--- src/rtl/comm_ctrl_pkg.sv ---
`default_nettype none
// ============================================================================
// Module   : comm_ctrl_pkg
// Summary  : State encoding and command/response characters for comm_ctrl.
// Revision : 1.0
// ============================================================================
package comm_ctrl_pkg;

  typedef enum logic [1:0] {
    S_IDLE  = 2'd0,
    S_TXMEM = 2'd1,
    S_RXMEM = 2'd2
  } state_e;

  localparam logic [7:0] c_CMD_PING     = "p";
  localparam logic [7:0] c_CMD_STATUS   = "s";
  localparam logic [7:0] c_CMD_READ     = "r";
  localparam logic [7:0] c_CMD_WRITE    = "w";
  localparam logic [7:0] c_CMD_EXEC     = "x";

  localparam logic [7:0] c_RSP_PING     = "P";
  localparam logic [7:0] c_RSP_OK       = "+";
  localparam logic [7:0] c_RSP_NOK      = "-";
  localparam logic [7:0] c_RSP_READ     = "R";
  localparam logic [7:0] c_RSP_WRITE    = "W";
  localparam logic [7:0] c_RSP_EXEC     = "X";
  localparam logic [7:0] c_RSP_BUSY     = "!";
  localparam logic [7:0] c_RSP_UNKNOWN  = "?";
  localparam logic [7:0] c_RSP_END      = "E";
  localparam logic [7:0] c_RSP_CSUM_ERR = "C";

  // Index width that stays legal (>= 1 bit) for a single-entry range.
  function automatic int idxWidth(input int n);
    return (n > 1) ? $clog2(n) : 1;
  endfunction

endpackage
`default_nettype wire

--- src/rtl/comm_ctrl_if.sv ---
`default_nettype none
// ============================================================================
// Module   : comm_ctrl_if
// Summary  : UART byte stream, memory override port and CPU control bundle.
// Revision : 1.0
// ============================================================================
interface comm_ctrl_if #(
  parameter int DATA_WIDTH = 16,
  parameter int ADDR_WIDTH = 16
);
  logic [7:0]            rx_data;
  logic                  rx_valid;
  logic                  tx_busy;
  logic [7:0]            tx_data;
  logic                  tx_valid;
  logic                  mem_override;
  logic                  mem_rnw;
  logic [ADDR_WIDTH-1:0] mem_addr;
  logic [DATA_WIDTH-1:0] mem_wdata;
  logic [DATA_WIDTH-1:0] mem_rdata;
  logic                  cpu_start;
  logic                  cpu_running;

  modport master (
    input  rx_data, rx_valid, tx_busy, mem_rdata, cpu_running,
    output tx_data, tx_valid, mem_override, mem_rnw, mem_addr, mem_wdata, cpu_start
  );

  modport slave (
    output rx_data, rx_valid, tx_busy, mem_rdata, cpu_running,
    input  tx_data, tx_valid, mem_override, mem_rnw, mem_addr, mem_wdata, cpu_start
  );
endinterface
`default_nettype wire

--- src/rtl/comm_ctrl_word_packer.sv ---
`default_nettype none
// ============================================================================
// Module   : comm_word_packer
// Summary  : Little-endian byte lane insert (assembly) and lane select.
// Revision : 1.0
// ============================================================================
module comm_word_packer
  import comm_ctrl_pkg::*;
#(
  parameter int DATA_WIDTH = 16
) (
  input  logic [idxWidth(DATA_WIDTH/8)-1:0] i_byteIdx,
  input  logic [DATA_WIDTH-1:0]             i_word,
  input  logic [7:0]                        i_byte,
  input  logic [DATA_WIDTH-1:0]             i_rdWord,
  output logic [DATA_WIDTH-1:0]             o_word,
  output logic [7:0]                        o_byte
);

  localparam int c_BYTES = DATA_WIDTH / 8;
  localparam int c_BIW   = idxWidth(c_BYTES);

  logic [7:0] w_lanes [c_BYTES];

  for (genvar l = 0; l < c_BYTES; l++) begin : g_lane
    assign w_lanes[l]       = i_rdWord[8*l +: 8];
    assign o_word[8*l +: 8] = (i_byteIdx == c_BIW'(l)) ? i_byte : i_word[8*l +: 8];
  end

  always_comb begin
    o_byte = 8'h00;
    for (int l = 0; l < c_BYTES; l++) begin
      if (i_byteIdx == c_BIW'(l)) begin
        o_byte = w_lanes[l];
      end
    end
  end

endmodule
`default_nettype wire

--- src/rtl/comm_ctrl.sv ---
`default_nettype none
// ============================================================================
// Module   : comm_ctrl
// Summary  : UART command controller: ping/status/exec plus bulk memory
//            read/write. Optional macro COMM_CTRL_CHECKSUM_EN adds an XOR
//            checksum terminator to memory transfers.
// Revision : 1.0
// ============================================================================
module comm_ctrl
  import comm_ctrl_pkg::*;
#(
  parameter int DATA_WIDTH = 16,
  parameter int MEM_DEPTH  = 32,
  parameter int ADDR_WIDTH = 16
) (
  input  logic        clk,
  input  logic        rst,
  comm_ctrl_if.master bus
);

  localparam int c_BYTES = DATA_WIDTH / 8;
  localparam int c_BIW   = idxWidth(c_BYTES);
  localparam int c_IW    = $clog2(MEM_DEPTH + 1);

  localparam logic [1:0] c_IDLE  = S_IDLE;
  localparam logic [1:0] c_TXMEM = S_TXMEM;
  localparam logic [1:0] c_RXMEM = S_RXMEM;

  logic [1:0]            r_state;
  logic [c_IW-1:0]       r_wordIdx;
  logic [c_BIW-1:0]      r_byteIdx;
  logic [DATA_WIDTH-1:0] r_shift;
  logic                  r_txValid;
  logic [7:0]            r_txData;
  logic                  r_memOverride;
  logic                  r_memRnw;
  logic [ADDR_WIDTH-1:0] r_memAddr;
  logic [DATA_WIDTH-1:0] r_memWdata;
  logic                  r_cpuStart;
`ifdef COMM_CTRL_CHECKSUM_EN
  logic [7:0]            r_csum;
`endif

  logic                  w_accept;
  logic                  w_lastByte;
  logic                  w_wordsDone;
  logic [c_IW-1:0]       w_wordIdxNext;
  logic [DATA_WIDTH-1:0] w_packedWord;
  logic [7:0]            w_rdByte;

  // A byte is only taken when the previous response has been handed over.
  assign w_accept      = bus.rx_valid && !r_txValid && !bus.tx_busy;
  assign w_lastByte    = (r_byteIdx == c_BIW'(c_BYTES - 1));
  assign w_wordsDone   = (r_wordIdx == c_IW'(MEM_DEPTH));
  assign w_wordIdxNext = r_wordIdx + c_IW'(1);

  comm_word_packer #(
    .DATA_WIDTH (DATA_WIDTH)
  ) u_packer (
    .i_byteIdx (r_byteIdx),
    .i_word    (r_shift),
    .i_byte    (bus.rx_data),
    .i_rdWord  (bus.mem_rdata),
    .o_word    (w_packedWord),
    .o_byte    (w_rdByte)
  );

  always_ff @(posedge clk) begin
    if (rst) begin
      r_state       <= c_IDLE;
      r_wordIdx     <= '0;
      r_byteIdx     <= '0;
      r_shift       <= '0;
      r_txValid     <= 1'b0;
      r_txData      <= 8'h00;
      r_memOverride <= 1'b0;
      r_memRnw      <= 1'b1;
      r_memAddr     <= '0;
      r_memWdata    <= '0;
      r_cpuStart    <= 1'b0;
`ifdef COMM_CTRL_CHECKSUM_EN
      r_csum        <= 8'h00;
`endif
    end else begin
      r_cpuStart <= 1'b0;
      r_memRnw   <= 1'b1;
      if (bus.tx_busy) begin
        r_txValid <= 1'b0;
      end

      if (w_accept) begin
        r_txValid <= 1'b1;
        case (r_state)
          c_IDLE: begin
            case (bus.rx_data)
              c_CMD_PING:   r_txData <= c_RSP_PING;
              c_CMD_STATUS: r_txData <= bus.cpu_running ? c_RSP_OK : c_RSP_NOK;
              c_CMD_READ, c_CMD_WRITE: begin
                r_txData      <= (bus.rx_data == c_CMD_READ) ? c_RSP_READ : c_RSP_WRITE;
                r_state       <= (bus.rx_data == c_CMD_READ) ? c_TXMEM : c_RXMEM;
                r_memOverride <= 1'b1;
                r_memAddr     <= '0;
                r_wordIdx     <= '0;
                r_byteIdx     <= '0;
`ifdef COMM_CTRL_CHECKSUM_EN
                r_csum        <= 8'h00;
`endif
              end
              c_CMD_EXEC: begin
                r_txData   <= bus.cpu_running ? c_RSP_BUSY : c_RSP_EXEC;
                r_cpuStart <= !bus.cpu_running;
              end
              default:      r_txData <= c_RSP_UNKNOWN;
            endcase
          end

          c_TXMEM: begin
            if (w_wordsDone) begin
`ifdef COMM_CTRL_CHECKSUM_EN
              r_txData      <= r_csum;
`else
              r_txData      <= c_RSP_END;
`endif
              r_state       <= c_IDLE;
              r_memOverride <= 1'b0;
              r_memAddr     <= '0;
              r_wordIdx     <= '0;
              r_byteIdx     <= '0;
            end else begin
              r_txData <= w_rdByte;
`ifdef COMM_CTRL_CHECKSUM_EN
              r_csum   <= r_csum ^ w_rdByte;
`endif
              // Address moves ahead early so read data is settled for the next byte.
              if (w_lastByte) begin
                r_byteIdx <= '0;
                r_wordIdx <= w_wordIdxNext;
                r_memAddr <= ADDR_WIDTH'(w_wordIdxNext);
              end else begin
                r_byteIdx <= r_byteIdx + c_BIW'(1);
              end
            end
          end

          c_RXMEM: begin
            if (w_wordsDone) begin
`ifdef COMM_CTRL_CHECKSUM_EN
              r_txData      <= (bus.rx_data == r_csum) ? c_RSP_END : c_RSP_CSUM_ERR;
`else
              r_txData      <= c_RSP_END;
`endif
              r_state       <= c_IDLE;
              r_memOverride <= 1'b0;
              r_memAddr     <= '0;
              r_wordIdx     <= '0;
              r_byteIdx     <= '0;
            end else begin
              r_shift <= w_packedWord;
`ifdef COMM_CTRL_CHECKSUM_EN
              r_csum  <= r_csum ^ bus.rx_data;
`endif
              if (w_lastByte) begin
                r_txData   <= c_RSP_NOK;
                r_memRnw   <= 1'b0;
                r_memWdata <= w_packedWord;
                r_memAddr  <= ADDR_WIDTH'(r_wordIdx);
                r_wordIdx  <= w_wordIdxNext;
                r_byteIdx  <= '0;
              end else begin
                r_txData   <= c_RSP_OK;
                r_byteIdx  <= r_byteIdx + c_BIW'(1);
              end
            end
          end

          default: begin
            r_txData      <= c_RSP_UNKNOWN;
            r_state       <= c_IDLE;
            r_memOverride <= 1'b0;
          end
        endcase
      end
    end
  end

  assign bus.tx_valid     = r_txValid;
  assign bus.tx_data      = r_txData;
  assign bus.mem_override = r_memOverride;
  assign bus.mem_rnw      = r_memRnw;
  assign bus.mem_addr     = r_memAddr;
  assign bus.mem_wdata    = r_memWdata;
  assign bus.cpu_start    = r_cpuStart;

endmodule
`default_nettype wire

--- src/flat_wrapper.sv ---
// flat-port wrapper written by rule: the top's interface ports become plain ports
module comm_ctrl_flat import comm_ctrl_pkg::*;
#(
  parameter int DATA_WIDTH = 16,
  parameter int MEM_DEPTH  = 32,
  parameter int ADDR_WIDTH = 16
)
  (clk, rst, bus_rx_data, bus_rx_valid, bus_tx_busy, bus_mem_rdata, bus_cpu_running, bus_tx_data, bus_tx_valid, bus_mem_override, bus_mem_rnw, bus_mem_addr, bus_mem_wdata, bus_cpu_start);
  comm_ctrl_if #(.DATA_WIDTH(DATA_WIDTH), .ADDR_WIDTH(ADDR_WIDTH)) bus_i ();
  input  logic clk;
  input  logic rst;
  input wire logic [$bits(bus_i.rx_data)-1:0] bus_rx_data;
  input wire logic [$bits(bus_i.rx_valid)-1:0] bus_rx_valid;
  input wire logic [$bits(bus_i.tx_busy)-1:0] bus_tx_busy;
  input wire logic [$bits(bus_i.mem_rdata)-1:0] bus_mem_rdata;
  input wire logic [$bits(bus_i.cpu_running)-1:0] bus_cpu_running;
  output wire logic [$bits(bus_i.tx_data)-1:0] bus_tx_data;
  output wire logic [$bits(bus_i.tx_valid)-1:0] bus_tx_valid;
  output wire logic [$bits(bus_i.mem_override)-1:0] bus_mem_override;
  output wire logic [$bits(bus_i.mem_rnw)-1:0] bus_mem_rnw;
  output wire logic [$bits(bus_i.mem_addr)-1:0] bus_mem_addr;
  output wire logic [$bits(bus_i.mem_wdata)-1:0] bus_mem_wdata;
  output wire logic [$bits(bus_i.cpu_start)-1:0] bus_cpu_start;
  assign bus_i.rx_data = bus_rx_data;
  assign bus_i.rx_valid = bus_rx_valid;
  assign bus_i.tx_busy = bus_tx_busy;
  assign bus_i.mem_rdata = bus_mem_rdata;
  assign bus_i.cpu_running = bus_cpu_running;
  assign bus_tx_data = bus_i.tx_data;
  assign bus_tx_valid = bus_i.tx_valid;
  assign bus_mem_override = bus_i.mem_override;
  assign bus_mem_rnw = bus_i.mem_rnw;
  assign bus_mem_addr = bus_i.mem_addr;
  assign bus_mem_wdata = bus_i.mem_wdata;
  assign bus_cpu_start = bus_i.cpu_start;
  comm_ctrl #(.DATA_WIDTH(DATA_WIDTH), .MEM_DEPTH(MEM_DEPTH), .ADDR_WIDTH(ADDR_WIDTH)) u_core (.clk(clk), .rst(rst), .bus(bus_i));
endmodule
--- config.mk ---
export PLATFORM = sky130hd
export DESIGN_NAME = comm_ctrl_flat
export DESIGN_NICKNAME = d
export VERILOG_FILES = /design/src/rtl/comm_ctrl_pkg.sv /design/src/rtl/comm_ctrl_if.sv /design/src/rtl/comm_ctrl_word_packer.sv /design/src/rtl/comm_ctrl.sv /design/src/flat_wrapper.sv
export SDC_FILE = /design/constraint.sdc
export NUM_CORES = 1
export LEC_CHECK = 0
export CORE_ASPECT_RATIO = 0.75
export CORE_UTILIZATION = 50
export CTS_BUF_LIST = sky130_fd_sc_hd__clkbuf_8
export CTS_CLUSTER_DIAMETER = 150
export DETAILED_ROUTE_END_ITERATION = 16
export PLACE_DENSITY = 0.82
export SETUP_SLACK_MARGIN = 0.15
export SLEW_MARGIN = 30
export SYNTH_ARGS = -nofsm -noshare
export SYNTH_HDL_FRONTEND = slang
export SYNTH_SLANG_ARGS = --single-unit
--- constraint.sdc ---
create_clock -name clk -period 2.9 [get_ports clk]
set_clock_uncertainty 0.1 [all_clocks]
set_input_delay 0.87 -clock clk [delete_from_list [all_inputs] [get_ports clk]]
set_output_delay 0.87 -clock clk [all_outputs]
set_load 0.01 [all_outputs]
==> results of run 1 <==
==> layout make-up <==
type                    instances  area [sq um]
multi-input cells             243          1486
fillers                       399          1461
flip-flops and latches         51          1021
repair buffers                 89         835.8
well taps                      72         90.09
clock buffers                   5         68.82
clock inverters                 3         43.79
inverters                       8         30.03
==> worst paths after layout <==
| check | cells after the start | to | slack [ps] | startpoint |
|---|---|---|---|---|
| max reg2reg | 8 | u_core.r_wordIdx[2] | 550 | u_core.r_wordIdx[0] |
| max | 7 | u_core.r_wordIdx[2] | 190 | bus_rx_data[3] |
| min | 2 | u_core.bus.mem_wdata[6] | 360 | u_core.r_shift[6] |
| min reg2reg | 2 | u_core.bus.mem_wdata[6] | 360 | u_core.r_shift[6] |
==> timing repair <==
item / CTS / global route
pin swaps: 1 / 2
setup buffers: 0 / 1
resized for setup: 0 / 1
gates cloned: 0 / 0
endpoints found under the setup margin: 2 / 6
==> state kept, by name (all words and copies together), names as in the netlist <==
| name | flops |
|---|---|
| u_core.bus.cpu_start | 1 |
| u_core.bus.mem_addr | 6 |
| u_core.bus.mem_override | 1 |
| u_core.bus.mem_rnw | 1 |
| u_core.bus.mem_wdata | 16 |
| u_core.bus.tx_data | 8 |
| u_core.bus.tx_valid | 1 |
| u_core.r_byteIdx | 1 |
| u_core.r_shift | 8 |
| u_core.r_state | 2 |
| u_core.r_wordIdx | 6 |
==> through the flow <==
step | util (%) | setup WS [ps] | setup TNS, ps | total power, mW
finish | 70.99 | 191.3 | 0 | 1.348
global route | 70.99 | 148.3 | 0 | 1.399
CTS | 70.79 | 151.3 | 0 | 1.349
detailed placement | 68.55 | -188.7 | -1078 | 0.8645
global placement | 68.55 | -151.4 | -616.1 | 0.8616
floorplan | - | 428.5 | 0 | 0.7919
==> power by group through the flow <==
stage               clock network [mW]  registers, mW  logic, mW
detailed placement                   0          0.727      0.138
global placement                     0          0.726      0.136
CTS                              0.500          0.710      0.139
finish                           0.499          0.710      0.140
global route                     0.536          0.711      0.151
floorplan                            0          0.729     0.0626
==> cell usage in the layout (no fill, tap or decap), types with 3 or more instances in the layout <==
cell type         n
nor2_1           32
dfxtp_1          51
clkdlybuf4s50_1  62
inv_1             8
nor3_1            3
a21oi_1          36
clkbuf_8          5
mux2i_1          21
conb_1           10
nor3b_1           3
buf_4            26
ha_1              6
nand3_1           7
or3_1             4
nand2b_1         10
a31oi_1           5
a211oi_1          4
nor2b_1           5
a311oi_1          3
o21ai_0          20
nand2_1          42
==> critical path, delay by kind of cell <==
kind / cells / cell delay (ps)
compound gates: 2 / 620
buf+inv: 2 / 600
simple gates: 3 / 760
==> metal layers <==
layer	part of all wire [%]	track usage [%]	vias to the layer above	wire, um
met4	2.0	7.292	0	131
met2	45	40.87	87	2989
met1	48	33.07	1168	3200
met5	0	0	-	0
met3	5.6	6.156	15	373
li1	-	-	1258	-
==> cells by family (layout without fill, tap and decap cells) <==
family	Yosys count	in the layout	synth area share (%)
flops	51	51	38.01
mux	22	22	8.244
buf+inv	42	105	8.011
fa+ha+maj	6	6	2.795
simple gates	126	126	24.64
other cells	1	10	0.1396
compound gates	79	79	18.17
==> results.py, run 1 <==
metrics = {
    "outcome": {
        "status": "finished clean",
    },
    "timing": {
        "tightest_slew_ps": 888.7,
        "relSlewSlack_pct": 40.67,
        "finalCriticalPeriod_ps": 2709,
        "finalSetupViolCount": 0,
        "hold_violations": 0,
        "finalMaxSlewViolations": 0,
        "hold_ws_ps": 356.3,
        "clock.fmax_ghz": 0.3692,
        "finalCritPeriodShare_pct": 93.40,
        "rsz0062_at_grt": "no",
    },
    "min_path": {
        "hold_class": "reg2reg",
    },
    "critical_path": {
        "criticalPathCategory": "in2reg",
        "cp_slowest_stage_delay_ps": 480,
        "cp_data_required_time_ps": 3050,
        "end_kind": "flop",
        "cp_cell_sequence": "clkdlybuf4s50_1 -> nand2b_1 -> o41ai_4 -> nand4b_1 -> buf_4 -> or3b_1 -> a21oi_1",
        "critPathSlowestCell": "o41ai_4",
        "cp-start-kind": "primary input",
        "worstPathArrival_ps": 2860,
        "critPathMaxFanout": 6,
    },
    "synth": {
        "synth_common_cells": "51 x dfxtp_1, 42 x nand2_1, 36 x a21oi_1",
        "synth_cell_types": 49,
        "ys_seq_elements": 51,
        "synth_top_area_cell": "dfxtp_1",
        "avgSynthCellArea_sq_um": 8.215,
        "synthArstFlopShare_pct": 0,
        "ys_warn_count": 0,
        "synth_edf_count": 0,
        "synth-main-ff-cell": "dfxtp_1",
        "netlist_instances": 327,
        "netlist_area_sq_um": 2686,
        "synth.most_common_cell": "dfxtp_1",
        "synth_top_area_share_pct": 38.01,
        "ys_seq_area_share_pct": 38.01,
        "synth_area_leaders": "dfxtp_1 38%, mux2i_1 7.8%, a21oi_1 6.7%, nand2_1 5.9%, nor2_1 4.6%",
    },
    "cells_and_area": {
        "final_cell_area_sq_um": 3576,
        "nNetsFinal": 433,
        "drive_gt1_share_pct": 11.53,
        "area_delta_synth_final_pct": 33.12,
        "n_antenna_cell": 0,
        "fin_cells": 471,
    },
    "clocking": {
        "clkTransAtPathRegs_ps": 100,
        "clk_latency_ps": 310,
        "clock_path_buffers": 2,
        "ctsHoldBuffers": 0,
        "root_buffer": "clkbuf_8",
        "numCtsBuffers": 5,
        "clock-sinks": 51,
        "h-tree-depth": 2,
        "cts_tree": "built",
    },
    "route": {
        "drt-initial-drc-count": 117,
        "drtPass1Iterations": 4,
        "drc": 0,
        "wl_per_cell_um": 14.21,
        "routed_wl_mm": 6.694,
        "via_per_inst": 5.367,
        "ant_nets": 0,
        "route.vias.total": 2528,
    },
    "floorplanning": {
        "dieArea_sq_um": 5673,
        "start_util_pct": 53.33,
        "core-area_sq_um": 5037,
        "die_x_um": 86.64,
        "rows": 22,
        "ios": 73,
        "die_h_um": 65.48,
    },
    "power": {
        "switching_power_uw": 309.9,
        "power_frac_comb_pct": 10.4,
        "p_seq_share_pct": 52.7,
        "ir_drop_uv": 257.9,
        "powerDensity_nw_per_um2": 377.1,
        "power_leakage_nw": 1.276,
        "power.share.clock_pct": 37.0,
        "swShare_pct": 22.98,
        "p_int_mw": 1.039,
    },
    "global_route": {
        "grt_max_degree": 22,
        "grt_use_total_pct": 25.09,
        "grt_pass1_vias": 2382,
        "antenna_found_initial": 0,
        "grt_overflow": 0,
        "grt_pass1_wl_mm": 11.01,
    },
    "place": {
        "dpl_cell_area_sq_um": 3453,
        "place_inst": 462,
        "gp_congestion": 0.8324,
        "dpl.hpwl_mm": 4.913,
        "numPortBuffers": 62,
    },
    "flow_run": {
        "max_cap_viol_count": 0,
    },
}
No activity file was read; power rests on OpenSTA's default activity.
==> inputs of run 2 (changes only) <==
Settings changed: CORE_UTILIZATION 50 to 40, PLACE_DENSITY 0.82 to 0.68, SETUP_SLACK_MARGIN 0.15 to 0.3.
==> results.py, run 2 (same netlist as run 1, synthesis figures left out) <==
metrics = {
    "critical_path": {
        "critPathMaxFanout": 4,
        "cp.depth": 7,
        "criticalPathCategory": "in2reg",
        "cp_cell_sequence": "dlygate4sd2_1 -> nand4b_4 -> o41ai_4 -> buf_4 -> nand3_2 -> or4b_4 -> a21oi_2",
        "r2r-start": "u_core.r_wordIdx[0]",
        "cp_data_required_time_ps": 3050,
        "worstRegToRegCells": 8,
        "end_kind": "flop",
        "path_buf_inv": 2,
        "crit_family": "simple AND/OR/NAND/NOR gates",
        "startpoint": "bus_rx_data[7]",
        "critPathSlowestCell": "or4b_4",
        "worstPathArrival_ps": 2690,
        "cp-start-kind": "primary input",
        "cp_slowest_stage_delay_ps": 520,
    },
    "clocking": {
        "clock_path_buffers": 2,
        "clock-sinks": 51,
        "cts_tree": "built",
        "h-tree-depth": 2,
        "root_buffer": "clkbuf_8",
        "ctsHoldBuffers": 0,
        "clk_latency_ps": 300,
        "clkTransAtPathRegs_ps": 90,
        "numCtsBuffers": 5,
    },
    "global_route": {
        "grt_use_total_pct": 19.92,
        "grt_overflow": 0,
        "grt_pass1_wl_mm": 11.23,
        "grt_pass1_vias": 2245,
        "grt_max_degree": 32,
        "antenna_found_initial": 0,
    },
    "power": {
        "power_leakage_nw": 1.332,
        "ir_drop_uv": 178.4,
        "powerDensity_nw_per_um2": 346.0,
        "finalPower_mw": 1.250,
    },
    "min_path": {
        "holdCritStartpoint": "u_core.r_shift[7]",
        "whs_path_depth": 2,
        "hold_class": "reg2reg",
    },
    "timing": {
        "hold_ws_ps": 355.1,
        "rsz0062_at_grt": "no",
        "finalMaxSlewViolations": 0,
        "finalCriticalPeriod_ps": 2545,
        "finalSetupViolCount": 0,
        "relSlewSlack_pct": 58.22,
        "clock.fmax_ghz": 0.3929,
        "finalCritPeriodShare_pct": 87.77,
        "tns_ps": 0,
        "tightest_slew_ps": 626.7,
        "hold_violations": 0,
    },
    "flow_run": {
        "max_cap_viol_count": 0,
    },
    "place": {
        "dpl_cell_area_sq_um": 3465,
        "numPortBuffers": 62,
        "dpl.hpwl_mm": 5.140,
        "gp_congestion": 0.8699,
    },
    "cells_and_area": {
        "final_cell_mix": "51 x clkdlybuf4s50_1, 51 x dfxtp_1, 42 x nand2_1, 34 x a21oi_1, 32 x nor2_1",
        "n_antenna_cell": 0,
        "largest_reg_flops": 16,
        "final_cell_area_sq_um": 3613,
        "area_delta_synth_final_pct": 34.51,
        "fillers": 608,
        "nNetsFinal": 435,
        "drive_gt1_share_pct": 13.47,
    },
    "route": {
        "routed_wl_mm": 6.857,
        "drtPass1Iterations": 4,
        "drc": 0,
        "ant_nets": 0,
        "route.vias.total": 2538,
        "drt-initial-drc-count": 132,
        "via_per_inst": 5.266,
        "wl_per_cell_um": 14.23,
    },
    "floorplanning": {
        "core-area_sq_um": 6381,
        "ios": 73,
        "die_h_um": 72.97,
        "die_x_um": 96.63,
        "dieArea_sq_um": 7051,
        "start_util_pct": 42.10,
        "rows": 25,
    },
    "outcome": {
        "status": "finished clean",
    },
}
run 2: cell count changes in the layout (fill, tap and decap cells not counted), moves of 2 or more:
cell             change
a21oi_1              -2
or3b_4               +2
or3b_1               -2
a21oi_2              +2
clkdlybuf4s50_1     -11
dlymetal6s2s_1       +4
dlygate4sd2_1        +6
run 2: per-stage QoR:
stage	utilization [%]	cells	worst slack [ps]
6_report	56.63	482	354.6
5_1_grt	56.63	482	275.5
4_1_cts	55.98	480	300.3
3_5_place_dp	54.29	470	-253.3
3_3_place_gp	54.29	470	-144.2
2_1_floorplan	-	336	428.5
run 2: path summary, 6_finish.rpt:
kind                                  end  slack (ps)
setup / recovery        u_core.r_state[0]         350
hold / removal    u_core.bus.mem_wdata[7]         360
setup reg to reg      u_core.r_wordIdx[2]         570
hold reg to reg   u_core.bus.mem_wdata[7]         360
run 2: power breakdown:
group / internal [mW] / leakage, nW / switching [mW]
combinational: 0.0729 / 0.874 / 0.0659
clock: 0.166 / 0.0453 / 0.236
sequential: 0.706 / 0.412 / 0.00360
run 2: cell type report:
| type | instances | area, sq um | share of cell area (%) |
|---|---|---|---|
| Sequential cell | 51 | 1021 | 28.25 |
| Clock inverter | 3 | 16.27 | 0.4501 |
| Multi-Input combinational cell | 243 | 1515 | 41.93 |
| Inverter | 8 | 30.03 | 0.8310 |
| Tap cell | 81 | 101.3 | 2.805 |
| Clock buffer | 5 | 68.82 | 1.904 |
| Timing Repair Buffer | 91 | 860.8 | 23.82 |
run 2: per-layer routing:
layer	wire length (um)	global-route usage, %	vias to the layer above
met3	280	4.023	8
met5	0	0	-
met4	85	5.970	0
met2	3008	29.81	64
met1	3483	28.94	1205
li1	-	-	1261
run 2: what timing repair did:
action | CTS | global route
endpoints found under the setup margin | 13 | 17
pin swaps | 6 | 6
buffers inserted | 2 | 2
gates resized for setup | 9 | 9
endpoints found under the hold margin | 0 | 0
run 2: worst min-delay path, stage by stage (launching register included):
cell and delay (ps):
dfxtp_1 320, nand2_1 50, a21oi_1 50
